[src/rtl/ysyx_24100027_lsu.sv]
// ysyx_24100027_lsu: single-outstanding load/store unit with a fixed-latency memory port.
// Request fields are captured on accept; the FSM walks IDLE -> ISSUE -> WAIT -> RESP.
module ysyx_24100027_lsu #(
  parameter int DATA_W  = 32,
  parameter int ADDR_W  = 32,
  parameter int LATENCY = 1
) (
  input  logic                clk,
  input  logic                rst,
  input  logic                req_valid,
  output logic                req_ready,
  input  logic [ADDR_W-1:0]   req_addr,
  input  logic [DATA_W-1:0]   req_wdata,
  input  logic [2:0]          req_memop,
  input  logic                req_wen,
  output logic                resp_valid,
  input  logic                resp_ready,
  output logic [DATA_W-1:0]   resp_rdata,
  output logic                resp_err,
  output logic                mem_en,
  output logic                mem_we,
  output logic [ADDR_W-1:0]   mem_addr,
  output logic [DATA_W-1:0]   mem_wdata,
  output logic [DATA_W/8-1:0] mem_wmask,
  input  logic [DATA_W-1:0]   mem_rdata
);
  localparam int NB = DATA_W / 8;
  localparam int OW = $clog2(NB);
  typedef enum logic [1:0] {IDLE, ISSUE, WAIT, RESP} state_t;
  state_t r_state, w_nxt;
  logic r_req_ready, r_resp_valid, r_resp_err, r_mem_en, r_mem_we, r_wen, r_sgn;
  logic [1:0] r_sz;
  logic [OW-1:0] r_off;
  logic [3:0] r_cnt;
  logic [DATA_W-1:0] r_resp_rdata, r_mem_wdata;
  logic [ADDR_W-1:0] r_mem_addr;
  logic [NB-1:0] r_mem_wmask;
  logic w_acc, w_ill, w_mis, w_bad;
  logic [1:0] w_sz;
  logic [OW-1:0] w_off;
  logic [7:0] w_sm;
  logic [63:0] w_sh;
  logic [DATA_W-1:0] w_ext;
  assign w_acc = req_valid & r_req_ready;
  assign w_sz  = req_memop[1:0];
  assign w_off = req_addr[OW-1:0];
  // Doubles and unsigned words only exist on a 64-bit data path; stores may use 110 as a word.
  assign w_ill = req_memop == 3'b111 ||
                 (DATA_W == 32 && (w_sz == 2'd3 || (!req_wen && req_memop == 3'b110)));
  assign w_mis = w_sz == 2'd1 ? req_addr[0] : w_sz == 2'd2 ? |req_addr[1:0] :
                 w_sz == 2'd3 ? |req_addr[2:0] : 1'b0;
  assign w_bad = w_ill | w_mis;
  assign w_sm  = w_sz == 2'd0 ? 8'h01 : w_sz == 2'd1 ? 8'h03 : w_sz == 2'd2 ? 8'h0F : 8'hFF;
  assign w_sh  = 64'(mem_rdata) >> {r_off, 3'b000};
  assign w_ext = DATA_W'(r_sz == 2'd0 ? {{56{r_sgn & w_sh[7]}}, w_sh[7:0]} :
                         r_sz == 2'd1 ? {{48{r_sgn & w_sh[15]}}, w_sh[15:0]} :
                         r_sz == 2'd2 ? {{32{r_sgn & w_sh[31]}}, w_sh[31:0]} : w_sh);
  always_comb begin
    w_nxt = r_state;
    w_nxt = r_state == IDLE  ? (w_acc ? (w_bad ? RESP : ISSUE) : IDLE) :
            r_state == ISSUE ? WAIT :
            r_state == WAIT  ? (r_cnt == 4'd0 ? RESP : WAIT) :
                               (resp_ready ? IDLE : RESP);
  end
  // Every output is a flop loaded from the next state, so outputs track the state with no lag.
  always_ff @(posedge clk or posedge rst) begin
    if (rst) begin
      r_state      <= IDLE;
      r_req_ready  <= 1'b0;
      r_resp_valid <= 1'b0;
      r_resp_err   <= 1'b0;
      r_resp_rdata <= '0;
      r_mem_en     <= 1'b0;
      r_mem_we     <= 1'b0;
      r_mem_addr   <= '0;
      r_mem_wdata  <= '0;
      r_mem_wmask  <= '0;
      r_wen        <= 1'b0;
      r_sgn        <= 1'b0;
      r_sz         <= '0;
      r_off        <= '0;
      r_cnt        <= '0;
    end else begin
      r_state      <= w_nxt;
      r_req_ready  <= w_nxt == IDLE;
      r_resp_valid <= w_nxt == RESP;
      r_mem_en     <= w_nxt == ISSUE;
      r_mem_we     <= w_nxt == ISSUE && req_wen;
      if (w_acc) begin
        r_wen        <= req_wen;
        r_sgn        <= !req_memop[2];
        r_sz         <= w_sz;
        r_off        <= w_off;
        r_cnt        <= 4'(LATENCY - 1);
        r_mem_addr   <= {req_addr[ADDR_W-1:OW], OW'(0)};
        r_mem_wdata  <= req_wdata << {w_off, 3'b000};
        r_mem_wmask  <= req_wen && !w_bad ? NB'({8'h00, w_sm} << w_off) : '0;
        r_resp_err   <= w_bad;
        r_resp_rdata <= '0;
      end else if (r_state == WAIT) begin
        r_cnt <= r_cnt - 4'd1;
        if (r_cnt == 4'd0) r_resp_rdata <= r_wen ? '0 : w_ext;
      end
    end
  end
  assign req_ready  = r_req_ready;
  assign resp_valid = r_resp_valid;
  assign resp_rdata = r_resp_rdata;
  assign resp_err   = r_resp_err;
  assign mem_en     = r_mem_en;
  assign mem_we     = r_mem_we;
  assign mem_addr   = r_mem_addr;
  assign mem_wdata  = r_mem_wdata;
  assign mem_wmask  = r_mem_wmask;
endmodule

[config.mk]
export PLATFORM = sky130hd
export DESIGN_NAME = ysyx_24100027_lsu
export DESIGN_NICKNAME = d
export VERILOG_FILES = /design/src/rtl/ysyx_24100027_lsu.sv
export SDC_FILE = /design/constraint.sdc
export NUM_CORES = 1
export LEC_CHECK = 0
export CAP_MARGIN = 0
export CORE_MARGIN = 4
export CORE_UTILIZATION = 55
export CTS_BUF_LIST = sky130_fd_sc_hd__clkbuf_4
export DETAILED_ROUTE_END_ITERATION = 10
export DONT_BUFFER_PORTS = 1
export GPL_ROUTABILITY_DRIVEN = 0
export PLACE_DENSITY = 0.75
export SLEW_MARGIN = 20
export SYNTH_ARGS = -nofsm -noshare
export SYNTH_HDL_FRONTEND = slang
export SYNTH_SLANG_ARGS = --single-unit
[constraint.sdc]
create_clock -name clk -period 3.9 [get_ports clk]
set_input_delay 0.585 -clock clk [delete_from_list [all_inputs] [get_ports clk]]
set_output_delay 0.585 -clock clk [all_outputs]
set_load 0.1 [all_outputs]
# Yosys cells after proc, flatten, opt, wreduce, memory -nomap -nowiden
# Index checks and enable logic that the tools add are counted.
# word_totals
input_bits,104
elab_cells,73
reg_bits,115
# op_classes
mux,22
addsub,1
n_shift,3
n_reduce_logical,18
bitwise_logic,4
n_eq_ne,10
# ops
op,count
two-way mux 32 bit,6
right shift 32 x 5 -> 64 bit,1
<< shifter 32 x 5 -> 32 bit,1
two-way mux 8 bit,3
two-way mux 2 bit,6
two-way mux 4 bit,3
"== test 2 x 1 -> 1 bit, second input constant",4
"== test 2 bit, second input constant",4
zero test 2 bit,4
<< shifter 8 x 2 -> 4 bit,1
"== test 3 bit, second input constant",2
zero test 4 bit,1
two-way mux 1 bit,4
nonzero test 2 bit,2
"subtractor 4 x 1 -> 4 bit, second input constant",1
AND 1 bit,3
logical AND 1 bit,3
zero test 1 bit,3
OR reduction 3 bit,1
logical OR 1 bit,2
AND reduction 2 bit,1
OR reduction 2 bit,1
OR 1 bit,1

# Depth between registers and ports, before layout
# Gate-level depths: netlist of run 1.
# depth
depth_word,10
depth_mapped,7
depth_no_buf,6

# Worst setup path after synthesis of run 1
# Ideal clock, no wire load.
# synth_path
path_kind,flip-flop to flip-flop
start,register r_req_ready (netlist: req_ready)
end,register r_resp_rdata[16] (netlist: resp_rdata[16])
stages_incl_launch_ff,7
setup_ns,0.069
arrival_ns,2.256
path_buffers,2
t_required_ns,3.831
setup_slack_ns,1.575
path_cell_list,dfrtp_1 and2_1 clkbuf_1 or4_4 a211oi_4 buf_6 a22o_1
# synth_via
elab_chain_len,3
# synth_lines
element,line_no,source
from (decl),31,"logic r_req_ready, r_resp_valid, r_resp_err, r_mem_en, r_mem_we, r_wen, r_sgn;"
from (signal assigned),69,r_req_ready <= 1'b0;
from (signal assigned),85,r_req_ready <= w_nxt == IDLE;
AND 1 bit *,44,assign w_acc = req_valid & r_req_ready;
nonzero test 2 bit (no line),n/a,
AND reduction 2 bit (no line),n/a,
to (signal assigned),102,if (r_cnt == 4'd0) r_resp_rdata <= r_wen ? '0 : w_ext;
to (decl),35,"logic [DATA_W-1:0] r_resp_rdata, r_mem_wdata;"
# Mark *: on every way between the ends. The rest lies on a longest branch, timed or not.
# A chain may end at the register's enable or synchronous reset.

# Worst setup path in the final report of run 1
# layout_path
start,register r_off[1]
end,register r_resp_rdata[29] (netlist: resp_rdata[29])
# layout_via
elab_chain_len,8
# layout_lines
element,line_no,source
from (decl),33,logic [OW-1:0] r_off;
from (signal assigned),93,r_off <= w_off;
right shift 32 x 5 -> 64 bit *,54,"assign w_sh = 64'(mem_rdata) >> {r_off, 3'b000};"
AND 1 bit,56,"r_sz == 2'd1 ? {{48{r_sgn & w_sh[15]}}, w_sh[15:0]} :"
two-way mux 32 bit,56,
two-way mux 32 bit *,55,"assign w_ext = DATA_W'(r_sz == 2'd0 ? {{56{r_sgn & w_sh[7]}}, w_sh[7:0]} :"
two-way mux 32 bit * (2 in a row),102,
two-way mux 32 bit *,100,end else if (r_state == WAIT) begin
two-way mux 32 bit *,89,if (w_acc) begin
# Mark *: on every way between the ends. The rest lies on a longest branch, timed or not. The select of a mux whose other input is x is not followed.

==> results of run 1 <==
-- kinds of logic (layout without fill, tap and decap cells) --
logic type               after synthesis  count (layout)  synth area share (%)
AND/OR/NAND/NOR                      201             201                  16.0
AO/OA/AOI/OAI                        134             134                  17.5
flip-flops                           115             115                  54.1
buffers and inverters                 45              48                  3.48
multiplexers                          43              43                  8.32
XOR/XNOR                               2               2                 0.329
adder cells (fa/ha/maj)                1               1                 0.235
other                                  1               2                0.0704
-- synthesized netlist by cell type (3+ instances only) --
| library cell | count | area, sq um |
|---|---|---|
| nand2_1 | 147 | 552 |
| dfrtp_1 | 115 | 2880 |
| o21ai_0 | 37 | 185 |
| a22o_1 | 33 | 289 |
| mux2i_1 | 33 | 330 |
| clkbuf_1 | 30 | 113 |
| a21oi_1 | 29 | 145 |
| nor2_1 | 19 | 71.3 |
| nor2b_1 | 19 | 119 |
| a32o_1 | 10 | 100 |
| mux2_2 | 10 | 113 |
| a211oi_1 | 9 | 67.6 |
| a211o_1 | 7 | 61.3 |
| inv_1 | 7 | 26.3 |
| buf_1 | 4 | 15.0 |
| nand2b_1 | 3 | 18.8 |
| nor3_1 | 3 | 15.0 |
-- worst max path at each step --
stage	startpoint	end	slack, ns
6_report	r_off[1]	resp_rdata[29]	1.26
3_5_place_dp	r_off[1]	resp_rdata[26]	1.33
5_1_grt	r_off[1]	resp_rdata[21]	1.12
2_1_floorplan	rst	mem_addr[10]	0.27
4_1_cts	r_off[1]	resp_rdata[29]	1.30
3_3_place_gp	r_off[1]	resp_rdata[28]	1.46
-- through the flow --
stage | instances | util [%] | setup WS [ns] | hold slack (ns)
after floorplan | 543 | - | 0.271 | 0.473
after global placement | 643 | 58.0 | 1.46 | 0.497
after detailed placement | 643 | 58.0 | 1.33 | 0.509
after CTS | 675 | 61.0 | 1.30 | 0.136
after global routing | 675 | 61.1 | 1.12 | 0.0991
final | 675 | 61.1 | 1.26 | 0.0822
-- state kept, by name, indices dropped and copies added, names as in the netlist, 2 cells and up --
register    flops
mem_addr       30
r_sz            2
r_state         2
mem_wmask       4
resp_rdata     32
r_cnt           4
r_off           2
mem_wdata      32
-- cell type report --
cell class | count | area, sq um
clock buffer | 17 | 128
clock inverter | 15 | 156
fill | 823 | 3630
inverter | 7 | 31.3
multi-input combinational | 383 | 2280
sequential | 115 | 2880
tap | 129 | 161
timing repair buffer | 9 | 67.6
-- cells in the final DEF (no fill, tap or decap), types with 3 or more instances in the layout --
cell type   netlist  final
a32o_1           10     10
nand2b_1          3      3
inv_1             7      6
nor2b_1          19     19
nand2_1         147    146
clkbuf_4          0     17
nor2_1           19     18
a21oi_1          29     29
buf_4             2      9
mux2_2           10     10
o21ai_0          37     37
clkinvlp_4        0      4
a22o_1           33     33
mux2i_1          33     33
inv_6             0      5
a211o_1           7      7
dfrtp_1         115    115
a211oi_1          9      9
-- layer usage --
| layer | vias to the layer above | GRT usage [%] |
|---|---|---|
| li1 | 1861 | - |
| met1 | 1958 | 31.6 |
| met2 | 222 | 37.3 |
| met3 | 17 | 9.35 |
| met4 | 0 | 8.23 |
| met5 | - | 0 |
-- critical path, cell delays in order, from the launching register on --
cell      delay [ns]
dfrtp_1         0.58
buf_4           0.30
nor2b_1         0.50
a311oi_1        0.25
a211oi_4        0.71
a22o_1          0.23
==> metrics.md, run 1 <==
| Metric | Value |
|---|---|
| Initial Util | `between 50% and 60%` |
| FF-to-FF Start | `r_off[1]` |
| Die span in y | `~110 microns` |
| Largest net degree at the start of global routing | `89` |
| Share of cells above drive strength 1 | `between 10% and 20%` |
| DR vias | `4058` |
| Crit start category | `register` |
| Worst Path Class, Setup | `register to register` |
| Asr flop ratio synth | `between 90% and 100%` |
| Root Driver | `clkbuf_4` |
| Worst R2R Path Depth | `5` |
| Vias per Instance | `~6` |
| Netlist cell types | `40` |
| Iteration-0 DRC count of the detailed router | `~330` |
| Sequential area share after synthesis | `54.1%` |
| Synth warn | `0` |
| DR WL/cell | `around 20 microns` |
| WP data required | `around 4.3 ns` |
| IO buf count | `0` |
| Final wirelength | `approximately 13000 microns` |
| Total GRT Usage | `between 20 and 25%` |
| Number of flops mapped to enable cells by yosys | `0` |
| Die Wd | `about 110 microns` |
| Crit Path Max Fanout | `19` |
| CTS buffer count | `17` |
| Die footprint | `around 0.011 sq mm` |
| # DRC | `0` |
| DRT antenna net count | `0` |
| Vias in the first global route | `between 4000 and 5000` |
| Ys flop type | `dfrtp_1` |
| GRT Residual Overflow | `0` |
| # IOs | `209` |
| Mapped Cells | `roughly 540` |
| CP endpoint kind | `register` |
| Wire length on met2 | `6340 microns` |
| Final Hold Vio Count | `0` |
| # setup viols final | `0` |
| WL met1 | `5310 microns` |
| Placed Area | `around 0.0054 sq mm` |
| DP Wirelength | `between 9000 and 10000 microns` |
| First-pass GRT wire length | `~22000 microns` |
| Final worst path period share | `between 60% and 70%` |
| Core area | `0.00933 sq mm` |
| Design Area, Final | `between 0.005 and 0.006 sq mm` |
| CTS sink cnt | `115` |
| Met3 wire len | `approximately 1600 microns` |
| WP data arrival | `just over 3 ns` |
| Max layer used | `met4` |
| Post-Synthesis Mean Instance Area | `just under 10 sq um` |
| Setup bufs post-CTS | `0` |
| Slew headroom | `between 30% and 40%` |
| Fmax | `379 MHz` |
| Flops & latches, synth | `115` |
| Htree depth | `4` |
| Cell Rows | `35` |
| CTS clk-pin slew, worst paths | `between 0.1 and 0.15 ns` |
| Worst reg2reg setup slack | `roughly 1.3 ns` |
| Clk_lat worst skew | `around 0.5 ns` |
| Final Skew | `0.0203 ns` |
| Hold_buf cts | `0` |
| Clock Path Buffers | `2` |
| Diodes inserted | `0` |
| P&R area growth vs syn | `7.03%` |
| Cell Area, Synth | `between 0.005 and 0.006 sq mm` |
| CTS tree | `built` |
| Nets | `about 640` |
| Initial antenna violation count | `0` |
| Hold Path Class | `input pin to asynchronous set/reset pin` |
| RSZ-0062 raised after global routing | `no` |
| Status | `finished clean` |
| Max-slew violation count | `0` |
| Maxcap violations | `0` |
| First-pass DRT Iterations | `6` |
| Final min period | `2.64 ns` |
| Total negative slack | `0 ns` |
| Slew @ Worst Pin | `roughly 0.95 ns` |
| CTS resizes | `0` |
| R2r endpoint | `resp_rdata[29]` |
Power of run 1 is left out: the tool's default activity adds up to more than one toggle a clock period on the data nets, which glitch-free logic cannot reach.
==> run 2, diff against run 1 <==
Settings changed: ABC_AREA set to 1.
Clock period 3.9 ns to 2.61 ns, I/O delays scaled along.
==> run 2 against run 1 <==
Synthesized area grew 5.8%. Sequential share of layout area is 4.7 points lower. Via count grew 19%. Hold slack worse by 0.014 ns. Highest routed layer unchanged. Cell area increased by 10%. Setup slack worse by 0.60 ns. Critical path type unchanged. Cell count rose by 26%.
==> metrics.md, run 2 <==
| Metric | Value |
|---|---|
| Asr flop ratio synth | `100%` |
| Crit path buf inv count | `1` |
| HP Start | `req_wdata[2]` |
| Dominant cell type by area after synthesis | `dfrtp_1` |
| Worst reg2reg setup slack | `around 0.66 ns` |
| Final WS setup | `approximately 0.66 ns` |
| Share of cells above drive strength 1 | `between 10% and 20%` |
| Final min period | `1.95 ns` |
| Worst R2R Path Depth | `6` |
| Hold Path Cell Cnt | `1` |
| Total negative slack | `0 ns` |
| Flops & latches, synth | `about 120` |
| DR vias | `roughly 4800` |
| Vias per Instance | `5.66` |
| WP data required | `approximately 3.0 ns` |
| CTS buffer count | `17` |
| Final Skew | `0.0244 ns` |
| Final worst path period share | `74.8%` |
| First-pass GRT wire length | `24200 microns` |
| Mapped Cells | `686` |
| Clk_lat worst skew | `0.49 ns` |
| Most frequent CP cell | `nand3_1` |
| Number of flops mapped to enable cells by yosys | `0` |
| # setup viols final | `0` |
| RSZ-0062 raised after global routing | `no` |
| DP Wirelength | `10700 microns` |
| Clock Path Buffers | `2` |
| Setup bufs post-CTS | `0` |
| Nets | `roughly 800` |
| Initial antenna violation count | `0` |
| First-pass DRT Iterations | `5` |
| Largest net degree at the start of global routing | `approximately 120` |
| Cell Rows | `36` |
| Fmax | `512 MHz` |
| Status | `finished clean` |
| Worst slack, placed | `around 0.66 ns` |
| Ys flop type | `dfrtp_1` |
| CTS resizes | `0` |
| GRT Residual Overflow | `0` |
| Family with the most delay on the worst path | `flip-flops` |
| Sequential area share after synthesis | `about 51%` |
| Iteration-0 DRC count of the detailed router | `around 430` |
| Most common cell after layout, fill and taps aside | `nand2_1` |
| Root Driver | `clkbuf_4` |
| Die Wd | `109 microns` |
| Maxcap violations | `0` |
| CTS tree | `built` |
| Top cells by area, synth | `dfrtp_1, nand2_1, o21ai_0` |
| # IOs | `roughly 210` |
| CP endpoint kind | `register` |
| Netlist cell types | `38` |
| Commonest non-fill, non-tap cells in the layout | `nand2_1, dfrtp_1, o21ai_0` |
| WP data arrival | `about 2.4 ns` |
| CTS clk-pin slew, worst paths | `between 0.1 and 0.15 ns` |
| Crit Path Max Fanout | `32` |
| Worst Path Class, Setup | `register to register` |
| Post-synth top area share | `between 50% and 60%` |
| R2r endpoint | `resp_rdata[12]` |
| Largest stage delay, worst path | `approximately 0.7 ns` |
| Cell Area, Synth | `between 0.005 and 0.006 sq mm` |
| CTS sink cnt | `115` |
| Total of fill cells in the finished design | `~800` |
| Most common cell in the netlist | `nand2_1` |
| Die footprint | `roughly 0.012 sq mm` |
| Total GRT Usage | `a little over a quarter` |
| DR WL/cell | `approximately 18 microns` |
| IO buf count | `0` |
| # DRC | `0` |
| Crit start category | `register` |
| Hold_buf cts | `31` |
| DRT antenna net count | `0` |
| Final wirelength | `about 15000 microns` |
| Initial Util | `a little under three fifths` |
| Htree depth | `4` |
| Slew @ Worst Pin | `between 0.9 and 1 ns` |
| Diodes inserted | `0` |
| Hold Path Class | `input pin to register` |
| Final Hold Vio Count | `0` |
| Synth warn | `0` |
| Slew headroom | `a little over a third` |
| CP max-delay cell | `dfrtp_1` |
| FF-to-FF Start | `r_off[1]` |
| Core area | `slightly below 0.01 sq mm` |
| CP Cell Sequence | `inv_2 -> nand3_1 -> nand3_1 -> nand2_1 -> nand2_4 -> o21ai_0` |
| Hold endpoint | `mem_wdata[2]` |
| Vias in the first global route | `4777` |
| Die span in y | `109 microns` |
| P&R area growth vs syn | `11.4%` |
| Post-Synthesis Mean Instance Area | `8.21 sq um` |
| Max-slew violation count | `0` |
| Synth cell count leaders | `nand2_1, dfrtp_1, o21ai_0, nor2_1, inv_1` |
-- run 2: cell types whose count changed in the layout (fill, tap and decap cells not counted), sizes merged, moves of 16 or more --
| cell | delta |
|---|---|
| nor2b | -19 |
| nand2 | +124 |
| mux2i | -27 |
| inv | +38 |
| dlygate4sd3 | +33 |
| o21bai | +16 |
| o21ai | +27 |
| a21oi | -18 |
| a22o | -31 |
| nor2 | +29 |
| nand3 | +23 |
-- run 2: logic make-up after synthesis --
kind of cell | share of synthesized area [%]
AND/OR/NAND/NOR | 25.8
AO/OA/AOI/OAI | 14.2
flip-flops | 51.1
buffers and inverters | 7.57
multiplexers | 1.07
adder cells (fa/ha/maj) | 0.222
other | 0.0666
-- run 2: final cells by class --
class	count	area, sq um	share of cell area [%]
Sequential cell	115	2880	45.8
Multi-Input combinational cell	483	2330	37.2
Timing Repair Buffer	41	403	6.42
Inverter	48	189	3.01
Clock inverter	15	181	2.89
Tap cell	133	166	2.65
Clock buffer	17	128	2.03
-- run 2: how the worst max path moves through the flow --
stage / start / end / slack [ns] / cells past startpoint
after global routing: r_off[1] / resp_rdata[28] / 0.45 / 6
final: r_off[1] / resp_rdata[12] / 0.66 / 6
after global placement: r_off[1] / resp_rdata[30] / 0.77 / 6
after detailed placement: r_off[1] / resp_rdata[28] / 0.66 / 6
after CTS: r_off[1] / resp_rdata[28] / 0.67 / 6
after floorplan: req_ready / mem_wdata[0] / 0.75 / 6
-- run 2: layer usage --
layer  up-vias  wire length [microns]  share of wire, %  track usage (%)
met1      2307                   5400                35             31.0
li1       2253                      -                 -                -
met2       232                   8070                52             44.3
met5         -                      0                 0                0
met3        27                   1740                11             9.30
met4         0                    293               1.9             8.90
-- run 2: worst reg2reg max path, cell delays in order (launching register included) --
cell and delay (ns):
dfrtp_1 0.69, inv_2 0.35, nand3_1 0.21, nand3_1 0.09, nand2_1 0.12, nand2_4 0.20
o21ai_0 0.24
-- run 2: per-stage QoR --
stage	instance area (sq um)	utilization, %	cells	hold slack [ns]
2_1_floorplan	5640	-	687	0.453
3_3_place_gp	5640	57.2	787	0.475
3_5_place_dp	5640	57.2	787	0.494
4_1_cts	6260	63.4	850	0.00213
5_1_grt	6280	63.6	852	0.0132
6_report	6280	63.6	852	0.0681
Power of run 2 is left out for the same reason.
==> run 3, diff against run 2 <==
Clock period 2.61 ns to 1.9 ns, I/O delays scaled along.
==> run 3 against run 2 <==
Clock-buffer cell count grew 2. Sequential share of layout area down 6.2 points. Wire length increased by 12%. Global-route usage grew 3.2 points. Cell area up 16%. Cell count rose by 14%. Hold slack got worse by 0.038 ns. Utilization up 9.9 points. Via count grew 13%. Register-to-register slack worse by 0.48 ns. First-iteration DRC count grew 28%. Sequential cell count unchanged.
==> metrics.md, run 3 (synthesized netlist as in run 2, its figures left out) <==
| Metric | Value |
|---|---|
| Status | `finished clean` |
| Clk_lat worst skew | `0.50 ns` |
| CTS clk-pin slew, worst paths | `around 0.11 ns` |
| Die span in y | `around 110 microns` |
| DRT antenna net count | `0` |
| Total of fill cells in the finished design | `approximately 700` |
| Fmax | `568 MHz` |
| Final core occ | `73.5%` |
| CTS tree | `built` |
| Die Wd | `109 microns` |
| GRT Residual Overflow | `0` |
| Iteration-0 DRC count of the detailed router | `545` |
| Crit Path Max Fanout | `2` |
| WP data arrival | `about 1.5 ns` |
| Initial Util | `between 50% and 60%` |
| Nets | `between 900 and 1000` |
| Design Area, Final | `roughly 0.0073 sq mm` |
| Cell Rows | `36` |
| CTS buffer count | `17` |
| Total GRT Usage | `roughly 29%` |
| Hold Path Cell Cnt | `2` |
| Worst Path Class, Setup | `register to primary output` |
| CTS resizes | `0` |
| WP data required | `between 1.5 and 2 ns` |
| Maxcap violations | `0` |
| Setup bufs post-CTS | `0` |
| First-pass GRT wire length | `26800 microns` |
| Final wirelength | `17400 microns` |
| CTS sink cnt | `about 120` |
| Vias per Instance | `5.61` |
| Crit start category | `register` |
| Slew @ Worst Pin | `a little under 1 ns` |
| Hold_buf cts | `53` |
| CP Depth | `0` |
| Largest net degree at the start of global routing | `approximately 120` |
| Final Skew | `0.0265 ns` |
| Root Driver | `clkbuf_4` |
| Max-slew violation count | `0` |
| Placed Area | `0.00638 sq mm` |
| First-pass DRT Iterations | `5` |
| Share of cells above drive strength 1 | `between 20% and 30%` |
| Vias in the first global route | `around 5500` |
| P&R area growth vs syn | `28.7%` |
| Htree depth | `4` |
| DP Wirelength | `11300 microns` |
| Final Hold Vio Count | `0` |
| # setup viols final | `0` |
| RSZ-0062 raised after global routing | `no` |
| Die footprint | `about 0.012 sq mm` |
| # DRC | `0` |
| Most common cell after layout, fill and taps aside | `nand2_1` |
| Initial antenna violation count | `0` |
| IO buf count | `0` |
| Final worst path period share | `92.6%` |
| DR vias | `~5400` |
| Core area | `between 0.009 and 0.01 sq mm` |
| Hold Path Class | `input pin to register` |
| Final min period | `~1.8 ns` |
| Slew headroom | `around 36%` |
| DR WL/cell | `around 18 microns` |
| Worst R2R Path Depth | `7` |
| Clock Path Buffers | `2` |
| # IOs | `209` |
| Total negative slack | `0 ns` |
| Diodes inserted | `0` |
| CP endpoint kind | `primary output` |
| Commonest non-fill, non-tap cells in the layout | `nand2_1, dfrtp_1, buf_4` |
[run 3: changes by cell type in the layout (fill, tap and decap cells not counted)]
cell / before / now
clkinv_4: 4 / 0
bufinv_16: 3 / 5
clkbuf_4: 17 / 19
dlygate4sd3_1: 33 / 54
inv_6: 3 / 0
clkinv_1: 3 / 5
buf_4: 7 / 106
[run 3: path summary, 6_finish.rpt]
check,start,to,slack (ns)
setup / recovery,mem_wdata[6],mem_wdata[6],0.14
hold / removal,req_wdata[11],mem_wdata[11],0.03
setup reg to reg,r_off[0],resp_rdata[23],0.18
hold reg to reg,mem_addr[28],mem_addr[28],0.50
max in group asynchronous,rst,mem_addr[24],0.96
min in group asynchronous,rst,resp_rdata[1],0.38
[run 3: layer usage]
metal	up-vias	track usage (%)	wire length, microns
li1	2490	-	-
met4	0	14.4	731
met1	2561	32.8	5960
met3	65	9.71	1890
met2	331	50.1	8830
met5	-	0	0
[run 3: cell type report]
type                            instances  area, sq um  area share (%)
Tap cell                              133          166            2.29
Timing Repair Buffer                  161         1360            18.7
Clock buffer                           19          143            1.97
Multi-Input combinational cell        483         2330            32.2
Inverter                               48          189            2.60
Sequential cell                       115         2880            39.7
Clock inverter                         12          188            2.59
[run 3: stage by stage]
step           instances  hold slack [ns]  setup slack [ns]
6_report             971           0.0303             0.140
5_1_grt              971          0.00262            0.0288
4_1_cts              970          0.00456            0.0988
3_5_place_dp         886            0.385             0.263
3_3_place_gp         886            0.379             0.351
2_1_floorplan        687            0.395            0.0419
Power of run 3 is left out for the same reason.
